[config.mk]
export PLATFORM = sky130hd
export DESIGN_NAME = input_conditioner_2ch
export DESIGN_NICKNAME = d
export VERILOG_FILES = /design/src/rtl/input_conditioner_2ch_pkg.sv /design/src/rtl/input_conditioner_2ch_debounce_channel.sv /design/src/rtl/input_conditioner_2ch.sv
export SDC_FILE = /design/constraint.sdc
export NUM_CORES = 1
export LEC_CHECK = 0
export CAP_MARGIN = 20
export CORE_MARGIN = 10
export CORE_UTILIZATION = 46
export CTS_CLUSTER_DIAMETER = 150
export DETAILED_ROUTE_END_ITERATION = 8
export GPL_TIMING_DRIVEN = 0
export PLACE_DENSITY = 0.69
export SLEW_MARGIN = 15
export SYNTH_ARGS = -nofsm -noshare
export SYNTH_HDL_FRONTEND = slang
export SYNTH_SLANG_ARGS = --single-unit
[constraint.sdc]
create_clock -name clk -period 1.3 [get_ports clk]
set_clock_uncertainty 0.1 [all_clocks]
set_input_delay 0.26 -clock clk [delete_from_list [all_inputs] [get_ports clk]]
set_output_delay 0.26 -clock clk [all_outputs]
set_load 0.05 [all_outputs]
[src/rtl/input_conditioner_2ch_pkg.sv]
// Shared constants for the two-channel input conditioner: default debounce
// window, synchroniser depth and the counter-width helper.
`ifndef CONDITIONER_DEFS_VH
`define CONDITIONER_DEFS_VH
`define COND_DEFAULT_DEBOUNCE 16
`define COND_SYNC_DEPTH 2
`endif

package input_conditioner_2ch_pkg;

    localparam int DEFAULT_DEBOUNCE = `COND_DEFAULT_DEBOUNCE;
    localparam int SYNC_DEPTH       = `COND_SYNC_DEPTH;

    // One spare bit above $clog2 so the terminal count always fits.
    function automatic int cnt_width(input int cycles);
        return $clog2(cycles) + 1;
    endfunction

endpackage

[src/rtl/input_conditioner_2ch_debounce_channel.sv]
// One conditioner channel: two-flop synchroniser, persistence counter and
// registered one-cycle rise/fall pulses.
module debounce_channel
    import input_conditioner_2ch_pkg::*;
#(
    parameter int   DEBOUNCE_CYCLES = DEFAULT_DEBOUNCE,
    parameter int   CNT_W           = cnt_width(DEBOUNCE_CYCLES),
    parameter logic INIT_LEVEL      = 1'b0
) (
    input  logic clk,
    input  logic rst_n,
    input  logic raw,
    output logic clean,
    output logic rise,
    output logic fall
);

    localparam logic [CNT_W-1:0] CNT_LAST = CNT_W'(DEBOUNCE_CYCLES - 1);

    logic [SYNC_DEPTH-1:0] r_sync;
    logic [CNT_W-1:0]      r_cnt;
    logic                  r_clean;
    logic                  r_rise;
    logic                  r_fall;
    logic                  w_synced;

    genvar gi;
    generate
        for (gi = 0; gi < SYNC_DEPTH; gi++) begin : g_sync
            if (gi == 0) begin : g_first
                always_ff @(posedge clk or negedge rst_n) begin
                    if (!rst_n) r_sync[0] <= INIT_LEVEL;
                    else        r_sync[0] <= raw;
                end
            end else begin : g_next
                always_ff @(posedge clk or negedge rst_n) begin
                    if (!rst_n) r_sync[gi] <= INIT_LEVEL;
                    else        r_sync[gi] <= r_sync[gi-1];
                end
            end
        end
    endgenerate

    assign w_synced = r_sync[SYNC_DEPTH-1];

    // The count only ever advances while the synced level disagrees with the
    // accepted one, so it is cleared by either agreement or acceptance.
    always_ff @(posedge clk or negedge rst_n) begin
        if (!rst_n) begin
            r_cnt   <= '0;
            r_clean <= INIT_LEVEL;
            r_rise  <= 1'b0;
            r_fall  <= 1'b0;
        end else begin
            r_rise <= 1'b0;
            r_fall <= 1'b0;
            if (w_synced == r_clean) begin
                r_cnt <= '0;
            end else if (r_cnt == CNT_LAST) begin
                r_cnt   <= '0;
                r_clean <= w_synced;
                r_rise  <= w_synced;
                r_fall  <= ~w_synced;
            end else begin
                r_cnt <= r_cnt + 1'b1;
            end
        end
    end

    assign clean = r_clean;
    assign rise  = r_rise;
    assign fall  = r_fall;

endmodule

[src/rtl/input_conditioner_2ch.sv]
// Two independent debounce channels feeding the downstream in1/in2 stage.
module input_conditioner_2ch
    import input_conditioner_2ch_pkg::*;
#(
    parameter int   DEBOUNCE_CYCLES = DEFAULT_DEBOUNCE,
    parameter logic INIT_LEVEL      = 1'b0
) (
    input  logic clk,
    input  logic rst_n,
    input  logic raw_in1,
    input  logic raw_in2,
    output logic in1_clean,
    output logic in2_clean,
    output logic in1_rise,
    output logic in1_fall,
    output logic in2_rise,
    output logic in2_fall
);

    localparam int CNT_W = cnt_width(DEBOUNCE_CYCLES);

    debounce_channel #(
        .DEBOUNCE_CYCLES (DEBOUNCE_CYCLES),
        .CNT_W           (CNT_W),
        .INIT_LEVEL      (INIT_LEVEL)
    ) u_ch1 (
        .clk   (clk),
        .rst_n (rst_n),
        .raw   (raw_in1),
        .clean (in1_clean),
        .rise  (in1_rise),
        .fall  (in1_fall)
    );

    debounce_channel #(
        .DEBOUNCE_CYCLES (DEBOUNCE_CYCLES),
        .CNT_W           (CNT_W),
        .INIT_LEVEL      (INIT_LEVEL)
    ) u_ch2 (
        .clk   (clk),
        .rst_n (rst_n),
        .raw   (raw_in2),
        .clean (in2_clean),
        .rise  (in2_rise),
        .fall  (in2_fall)
    );

endmodule

==> impl_results.md, run 1 <==
* Antenna viol nets, final at 0
* Setup TNS Final at 0 ns
* CTS tree: built
* Worst slew margin at 40.4%
* Sw Share at 19.9%
* Flops & latches, synth at 20
* Leakage at 0.534 nW
* Worst r2r dst: u_ch2.clean
* Worst Path Required at 0.94 ns
* Mapped Cells at 52
* Crit Path Category: register to output pin
* Die area at 0.00369 sq mm
* Final setup violation count at 0
* Worst path arrival time at 0.93 ns
* Core area at 0.00154 sq mm
* Post-placement cell count at 77
* Synth top area share at 65.5%
* CTS max path bufs at 2
* Wire per inst at 14.6 microns
* Sum of buffers and inverters on the critical path at 1
* Design Area, Final at 970 sq um
* Syn Area/Cell at 14.7 sq um
* Synth cell types at 13
* Multi-input logic area at 308 sq um
* Crit path launch: u_ch1.clean
* First-pass GRT wire length at 2150 microns
* Max Slew Vio Count at 0
* Clock Power Share at 40.7%
* CTS clock-pin slew for the worst setup and hold paths at 0.12 ns
* Final hold violations at 0
* Final Routed Wirelength at 1200 microns
* Share of cells above drive strength 1 at 30.3%
* Ys Warns at 0
* Synthesis-to-finish area growth at 26.8%
* I/O Buffers at 9
* DR pass1 iterations at 4
* Kind of end point of the critical path: output pin
* Critical path's top delay family: flip-flops
* Clk root buf: clkbuf_4
* Most area-consuming cells after synthesis: dfrtp_1 65%, xor2_1 6.9%, nand4b_4 6.2%, mux2_4 3.9%, nor3b_1 3.9%
* Largest net degree at the start of global routing at 21
* Internal power at 987 uW
* Worst skew pair latency at 0.30 ns
* Initial antenna violation count at 0
* Ant diodes at 0
* Post-synth net total at 58
* Placed Area at 875 sq um
* Fin crit share at 99.0%
* Total global-route track usage at 7.91%
* Fmax at 0.777 GHz
* CP endpoint: in1_clean
* Synthesized cell area at 764 sq um
* Nets at 73
* # clock sinks at 20
* Initial Util at 49.6%
* Worst slew pin tran at 0.892 ns
* Sequential Area at 502 sq um
* Crit path depth at 1
* Num CTS Buffers at 3
* Worst reg-to-reg path cell count at 3
* CTS H-Tree Depth at 1
* GPL Wtd Cong at 0.730
* Final worst setup slack at 0.0126 ns
* Layout fillers at 126
* Leading area contributor after synthesis: dfrtp_1
* Die W at 60.8 microns
* Setup WS pre-CTS at -0.297 ns
* PwrDens at 1270 mW/mm^2
* CP max-delay cell: dfrtp_2
* CP Launch Type: register
* Top Ports at 10
* RR Startpoint: u_ch2.r_cnt[0]
* Vias at 417
* Flop2flop setup slack at 0.06 ns
* Worst path cell trace: buf_6
* Status: completed
* FP Rows at 14
* Vias in the first global route at 480
* Max-cap violations at 0
* Psw at 246 uW
* Crit Path Max Fanout at 5
* Sequential-to-total area share from yosys stat at 65.5%
* Iter 0 DRT Violations at 5
* RSZ-0062 raised after global routing: yes
* Mean number of vias per cell at 5.09
* HPWL Detailed at 857 microns
* Combinational power share at 5.0%
* Die Span Y at 60.8 microns
* Min cycle time layout at 1.29 ns
* Max incr delay on CP at 0.46 ns
* Grt ovf at 0
* # DRC at 0
* Worst hold path class: register to register
* Non-filler cells, final at 82
* CTS Hold Bufs at 0
* Peak VDD IR at 830 uV
* Reg power frac at 54.3%
## power by group through the flow
stage	logic, mW	clock network, mW	registers (mW)
2_1_floorplan	0.0282	0	0.671
3_3_place_gp	0.0533	0	0.673
3_5_place_dp	0.0564	0	0.675
4_1_cts	0.0613	0.513	0.665
5_1_grt	0.0713	0.560	0.673
6_report	0.0616	0.502	0.669
## flip-flops by register name (all words and copies together) (netlist names)
signal / count
u_ch2.clean: 1
u_ch1.r_sync: 1
u_ch2.w_synced: 1
u_ch2.rise: 1
u_ch2.r_sync: 1
u_ch1.rise: 1
u_ch1.fall: 1
u_ch1.w_synced: 1
u_ch1.r_cnt: 5
u_ch2.fall: 1
u_ch1.clean: 1
u_ch2.r_cnt: 5
## cells by family after synthesis
group                    synth area share, %
flip-flops                              65.5
AO/OA/AOI/OAI                           1.64
adder cells (fa/ha/maj)                 3.27
AND/OR/NAND/NOR                         18.8
XOR/XNOR                                6.87
multiplexers                            3.93
## final cells by class
type / count / share of cell area (%)
Tap cell: 16 / 2.06
Clock buffer: 3 / 2.32
Sequential cell: 20 / 51.7
Clock inverter: 1 / 3.10
Timing Repair Buffer: 10 / 9.03
Multi-Input combinational cell: 32 / 31.7
## cells in the final DEF (no fill, tap or decap)
cell             netlist  routed
nor3b_1                4       4
bufinv_16              0       1
and3_2                 1       1
and2_1                 2       2
clkbuf_4               0       5
clkdlybuf4s50_1        0       3
nor2_1                 4       4
and3_1                 1       1
nand2_1                4       4
buf_6                  0       2
nand3_1                2       2
nand4b_4               2       2
mux2_4                 2       2
ha_4                   0       2
dfrtp_2                0       1
xor2_4                 0       1
a31oi_1                2       2
dfrtp_1               20      19
buf_4                  0       2
xor2_1                 6       5
buf_2                  0       1
## layer usage
metal	global-route usage (%)	vias up	wire [microns]
li1	-	206	-
met1	9.72	202	559
met2	10.9	7	572
met3	3.13	2	58
met4	5.64	0	10
met5	0	-	0
## metrics by stage
stage	total power, mW	utilization, %	hold WS [ns]
2_1_floorplan	0.699	-	-0.136
3_3_place_gp	0.726	56.7	0.233
3_5_place_dp	0.731	56.7	0.235
4_1_cts	1.24	60.2	0.263
5_1_grt	1.30	62.9	0.252
6_report	1.23	62.9	0.263
## what timing repair did
action | in CTS | in global routing
pin swaps | 0 | 1
endpoints found under the setup margin | 8 | 12
buffers inserted | 1 | 0
gates resized for setup | 36 | 9
## cells in the mapped netlist
| cell type | instances |
|---|---|
| xor2_1 | 6 |
| ha_1 | 2 |
| dfrtp_1 | 20 |
| mux2_4 | 2 |
| and2_1 | 2 |
| and3_1 | 1 |
| a31oi_1 | 2 |
| nand4b_4 | 2 |
| nand3_1 | 2 |
| and3_2 | 1 |
| nor2_1 | 4 |
| nor3b_1 | 4 |
| nand2_1 | 4 |
## how the worst min path moves through the flow
stage / end / slack, ns / startpoint / depth (start not counted)
floorplan: u_ch1.clean / -0.14 / rst_n / 0
global placement: u_ch1.w_synced / 0.23 / u_ch1.r_sync[0] / 0
detailed placement: u_ch2.w_synced / 0.23 / u_ch2.r_sync[0] / 0
CTS: u_ch2.w_synced / 0.26 / u_ch2.r_sync[0] / 0
global route: u_ch1.r_sync[0] / 0.25 / raw_in1 / 1
finish: u_ch2.w_synced / 0.26 / u_ch2.r_sync[0] / 0
## worst reg2reg max path, cell delays in order, from the launching register on
cell      delay, ns
dfrtp_1        0.42
ha_4           0.18
nand4b_4       0.14
mux2_4         0.32
No activity file was read; power rests on OpenSTA's default activity.
==> inputs of run 2 (changes only) <==
- PLACE_DENSITY: 0.69 -> 0.71
==> run 2 against run 1 <==
  * Largest power group unchanged
  * Critical endpoint unchanged
  * Critical path type unchanged
  * Sequential power about the same
  * Highest routed layer unchanged
  * Non-clock buffer count unchanged
  * Via count up 2.9%
  * Fmax up 0.94%
==> impl_results.md, run 2 (same netlist as run 1, synthesis figures left out) <==
* Worst path cell trace: buf_6 (unchanged)
* Critical path's top delay family: flip-flops (unchanged)
* Iter 0 DRT Violations at 7 (was 5)
* CP Launch Type: register (unchanged)
* Grt ovf at 0 (unchanged)
* Most frequent cells in the layout: 18 x dfrtp_1, 6 x xor2_1, 5 x clkbuf_4 (was 19 x dfrtp_1, 5 x xor2_1, 5 x clkbuf_4)
* Antenna viol nets, final at 0 (unchanged)
* Final hold violations at 0 (unchanged)
* Placed Area at 875 sq um (unchanged)
* Kind of end point of the critical path: output pin (unchanged)
* Clock Power Share at 40.7% (about the same)
* Total global-route track usage at 6.95% (was 7.91%)
* Mean number of vias per cell at 5.23 (was 5.09)
* Setup TNS Final at 0 ns (unchanged)
* I/O Buffers at 9 (unchanged)
* # DRC at 0 (unchanged)
* Leakage at 0.529 nW (was 0.534 nW)
* Top Ports at 10 (unchanged)
* Final setup violation count at 0 (unchanged)
* Psw at 238 uW (was 246 uW)
* Max-cap violations at 0 (unchanged)
* # clock sinks at 20 (unchanged)
* Initial antenna violation count at 0 (unchanged)
* Sw Share at 19.4% (was 19.9%)
* Core area at 0.00154 sq mm (unchanged)
* CTS H-Tree Depth at 1 (unchanged)
* Peak VDD IR at 817 uV (was 830 uV)
* CP max-delay cell: dfrtp_2 (unchanged)
* CTS max path bufs at 2 (unchanged)
* Max Slew Vio Count at 0 (unchanged)
* Nets at 73 (unchanged)
* FP Rows at 14 (unchanged)
* Die W at 60.8 microns (unchanged)
* Largest net degree at the start of global routing at 21 (unchanged)
* Worst slew margin at 43.9% (was 40.4%)
* Most common library cell in the layout ignoring fill and taps: dfrtp_1 (unchanged)
* Die Span Y at 60.8 microns (unchanged)
* Max incr delay on CP at 0.46 ns (about the same)
* Num CTS Buffers at 3 (unchanged)
* Wire per inst at 14.0 microns (was 14.6 microns)
* Vias at 429 (was 417)
* Min cycle time layout at 1.28 ns (was 1.29 ns)
* Layout fillers at 114 (was 126)
* GPL Wtd Cong at 0.773 (was 0.730)
* Sum of buffers and inverters on the critical path at 1 (unchanged)
* CTS clock-pin slew for the worst setup and hold paths at 0.11 ns (was 0.12 ns)
* CTS tree: built (unchanged)
* Design Area, Final at 952 sq um (was 970 sq um)
* Internal power at 985 uW (was 987 uW)
* Die area at 0.00369 sq mm (unchanged)
* Reg power frac at 54.5% (was 54.3%)
* Fin crit share at 98.1% (was 99.0%)
* CTS Hold Bufs at 0 (unchanged)
* Worst skew pair latency at 0.29 ns (was 0.30 ns)
* Ant diodes at 0 (unchanged)
* HPWL Detailed at 806 microns (was 857 microns)
* RSZ-0062 raised after global routing: yes (unchanged)
* Status: completed (unchanged)
* Final Util at 61.8% (was 62.9%)
* Share of cells above drive strength 1 at 30.3% (unchanged)
* Final Routed Wirelength at 1150 microns (was 1200 microns)
* First-pass GRT wire length at 1930 microns (was 2150 microns)
* Worst slew pin tran at 0.838 ns (was 0.892 ns)
* Worst Path Required at 0.94 ns (about the same)
* Vias in the first global route at 426 (was 480)
* DR pass1 iterations at 2 (was 4)
* Pwr Total at 1.22 mW (was 1.23 mW)
* PwrDens at 1280 mW/mm^2 (was 1270 mW/mm^2)
* Synthesis-to-finish area growth at 24.5% (was 26.8%)
* Fmax at 0.784 GHz (was 0.777 GHz)
* Clk root buf: clkbuf_4 (unchanged)
* Hold Slack at 0.266 ns (was 0.263 ns)
* Crit Path Category: register to output pin (unchanged)
* Crit Path Max Fanout at 5 (unchanged)
* Initial Util at 49.6% (unchanged)
* Combinational power share at 4.8% (was 5.0%)
* Biggest regs: u_ch1.r_cnt x5, u_ch2.r_cnt x5 (unchanged)
* Worst hold path class: register to register (unchanged)
* Worst path arrival time at 0.92 ns (was 0.93 ns)
==> run 2: cell counts in the layout (fill, tap and decap cells not counted) <==
Identical to the previous run, type by type.
==> run 2: per-stage QoR <==
step / std cells / worst slack, ns
after floorplan: 52 / 0.0124
after global placement: 77 / -0.295
after detailed placement: 77 / -0.297
after CTS: 81 / -0.0146
after global routing: 82 / -0.0303
final: 82 / 0.0246
==> run 2: timing repair <==
action	CTS	global route
buffers inserted	0	1
pin swaps	0	1
setup endpoints to repair	8	8
gates resized for setup	36	8
==> run 2: power groups by stage <==
stage	clock network [mW]	registers, mW	logic, mW
2_1_floorplan	0	0.671	0.0282
3_3_place_gp	0	0.673	0.0529
3_5_place_dp	0	0.674	0.0553
4_1_cts	0.511	0.663	0.0567
5_1_grt	0.550	0.671	0.0694
6_report	0.497	0.667	0.0586
==> run 2: layer usage <==
layer / global-route usage, % / vias to the layer above / share of wire (%)
li1: - / 208 / -
met1: 7.93 / 212 / 40
met4: 4.70 / 0 / 0.61
met3: 2.92 / 2 / 7.5
met2: 10.3 / 7 / 52
met5: 0 / - / 0
==> run 2: area by class of cell <==
| class | count | area [sq um] | area share, % |
|---|---|---|---|
| Multi-Input combinational cell | 32 | 289 | 30.4 |
| Tap cell | 16 | 20.0 | 2.10 |
| Sequential cell | 20 | 503 | 52.8 |
| Timing Repair Buffer | 10 | 87.6 | 9.20 |
| Clock buffer | 3 | 22.5 | 2.37 |
| Clock inverter | 1 | 30.0 | 3.15 |
==> run 2: worst paths after layout <==
path,startpoint,to,slack (ns),depth (start not counted)
min in group asynchronous,rst_n,u_ch2.r_cnt[1],0.33,1
setup reg to reg,u_ch2.r_cnt[0],u_ch2.clean,0.04,3
setup / recovery,u_ch1.clean,in1_clean,0.02,1
max in group asynchronous,rst_n,u_ch1.clean,0.20,1
hold / removal,u_ch2.r_sync[0],u_ch2.w_synced,0.27,0
hold reg to reg,u_ch2.r_sync[0],u_ch2.w_synced,0.27,0
==> inputs of run 3 (changes only) <==
- CELL_PAD_IN_SITES_DETAIL_PLACEMENT: not set -> 1
- CELL_PAD_IN_SITES_GLOBAL_PLACEMENT: not set -> 1
- CORE_ASPECT_RATIO: not set -> 1.5
- CORE_UTILIZATION: 46 -> 38
==> run 3 against run 2 <==
  * Routed wire length increased by 13%
  * Fmax decreased by 0.97%
  * Die area increased by 15%
  * Register-to-register slack about the same
  * Clock-buffer cell count unchanged
==> impl_results.md, run 3 (same netlist as run 1, synthesis figures left out) <==
* Vias at 438 (was 429)
* Max incr delay on CP at 0.44 ns (was 0.46 ns)
* Final hold violations at 0 (unchanged)
* # clock sinks at 20 (unchanged)
* DR pass1 iterations at 4 (was 2)
* Initial antenna violation count at 0 (unchanged)
* Worst skew pair latency at 0.30 ns (was 0.29 ns)
* Crit Path Max Fanout at 5 (unchanged)
* Multi-input logic area at 289 sq um (unchanged)
* HPWL Detailed at 970 microns (was 806 microns)
* CP max-delay cell: dfrtp_1 (was dfrtp_2)
* Sum of buffers and inverters on the critical path at 1 (unchanged)
* Max Slew Vio Count at 0 (unchanged)
* Die W at 56.6 microns (was 60.8 microns)
* Critical hold path startpoint: u_ch2.r_sync[0] (unchanged)
* Max-cap violations at 0 (unchanged)
* PwrDens at 1270 mW/mm^2 (was 1280 mW/mm^2)
* Crit Path Category: register to output pin (unchanged)
* Nets at 74 (was 73)
* CP Launch Type: register (unchanged)
* Top Ports at 10 (unchanged)
* Worst Path Required at 0.94 ns (about the same)
* Status: completed (unchanged)
* Total global-route track usage at 7.22% (was 6.95%)
* Synthesis-to-finish area growth at 27.0% (was 24.5%)
* WHS Path Cells at 0 (unchanged)
* # DRC at 0 (unchanged)
* Final worst setup slack at 0.0121 ns (was 0.0246 ns)
* FP Rows at 19 (was 14)
* GPL Wtd Cong at 0.699 (was 0.773)
* CTS clock-pin slew for the worst setup and hold paths at 0.12 ns (was 0.11 ns)
* Layout fillers at 187 (was 114)
* Num CTS Buffers at 3 (unchanged)
* CTS tree: built (unchanged)
* Initial Util at 40.7% (was 49.6%)
* Post-placement cell count at 82 (was 77)
* Largest net degree at the start of global routing at 21 (unchanged)
* Crit path depth at 1 (unchanged)
* CTS H-Tree Depth at 1 (unchanged)
* Setup TNS Final at 0 ns (unchanged)
* Worst hold path class: register to register (unchanged)
* CTS max path bufs at 2 (unchanged)
* I/O Buffers at 9 (unchanged)
* CTS Hold Bufs at 0 (unchanged)
* Iter 0 DRT Violations at 9 (was 7)
* Grt ovf at 0 (unchanged)
* Worst slew margin at 42.3% (was 43.9%)
* Min cycle time layout at 1.29 ns (was 1.28 ns)
* Fin crit share at 99.1% (was 98.1%)
* Critical path's top delay family: flip-flops (unchanged)
* Non-filler cells, final at 88 (was 82)
* Final Routed Wirelength at 1310 microns (was 1150 microns)
* Kind of end point of the critical path: output pin (unchanged)
* Worst path cell trace: buf_6 (unchanged)
* Share of cells above drive strength 1 at 29.9% (was 30.3%)
* Wire per inst at 14.8 microns (was 14.0 microns)
* RR Startpoint: u_ch1.r_cnt[0] (was u_ch2.r_cnt[0])
* Worst path arrival time at 0.93 ns (was 0.92 ns)
* First-pass GRT wire length at 2370 microns (was 1930 microns)
* Hold Slack at 0.266 ns (about the same)
* Mean number of vias per cell at 4.98 (was 5.23)
* Vias in the first global route at 504 (was 426)
* Most common library cell in the layout ignoring fill and taps: dfrtp_1 (unchanged)
* Antenna viol nets, final at 0 (unchanged)
* Die area at 0.00424 sq mm (was 0.00369 sq mm)
* Sequential Area at 502 sq um (was 503 sq um)
* RSZ-0062 raised after global routing: yes (unchanged)
* Leakage at 0.536 nW (was 0.529 nW)
* Fmax at 0.776 GHz (was 0.784 GHz)
* Die Span Y at 74.9 microns (was 60.8 microns)
* Most frequent cells in the layout: 19 x dfrtp_1, 6 x xor2_1, 6 x clkbuf_4 (was 18 x dfrtp_1, 6 x xor2_1, 5 x clkbuf_4)
* Peak VDD IR at 856 uV (was 817 uV)
* Worst reg-to-reg path cell count at 3 (unchanged)
* Crit path launch: u_ch2.clean (was u_ch1.clean)
* Core area at 0.00188 sq mm (was 0.00154 sq mm)
* Biggest regs: u_ch1.r_cnt x5, u_ch2.r_cnt x5 (unchanged)
* Final setup violation count at 0 (unchanged)
* Ant diodes at 0 (unchanged)
* Clk root buf: clkbuf_4 (unchanged)
* Setup WS pre-CTS at -0.294 ns (was -0.297 ns)
* Worst slew pin tran at 0.862 ns (was 0.838 ns)
## run 3: changes by cell type in the layout (fill, tap and decap cells not counted), sizes merged
cell	previous run	this run
clkbuf	5	6
## run 3: path summary, 6_finish.rpt
check / to / slack, ns
max in group asynchronous: u_ch1.clean / 0.18
min in group asynchronous: u_ch1.rise / 0.34
min reg2reg: u_ch2.w_synced / 0.27
max reg2reg: u_ch1.clean / 0.04
min: u_ch2.w_synced / 0.27
max: in2_clean / 0.01
## run 3: where the power goes
part / leakage [nW] / switching, mW / internal (mW)
Clock: 0.0279 / 0.189 / 0.312
Sequential: 0.263 / 0.0232 / 0.643
Combinational: 0.245 / 0.0297 / 0.0332
Total: 0.536 / 0.242 / 0.988
## run 3: per-stage QoR
step | total power [mW] | utilization, % | area (sq um)
final | 1.23 | 51.7 | 971
after global routing | 1.29 | 51.7 | 971
after CTS | 1.25 | 50.1 | 941
after detailed placement | 0.730 | 46.9 | 881
after global placement | 0.728 | 46.9 | 881
after floorplan | 0.699 | - | 764
## run 3: timing repair
action,4_1_cts,5_1_grt
setup endpoints to repair,8,10
gates resized for setup,38,7
setup buffers,0,2
pin swaps,0,1
## run 3: cell type report
cell class / instances / share of cell area [%]
Sequential cell: 20 / 51.7
Clock buffer: 3 / 2.32
Timing Repair Buffer: 11 / 10.4
Tap cell: 21 / 2.71
Multi-Input combinational cell: 32 / 29.8
Clock inverter: 1 / 3.09
## run 3: per-layer routing
metal  wire, microns  track usage [%]  vias up  share of wire, %
met4              21             6.43        0               1.6
met2             701             11.2        8                54
met5               0                0        -                 0
met1             507             7.62      220                39
met3              74             2.53        2               5.7
li1                -                -      208                 -
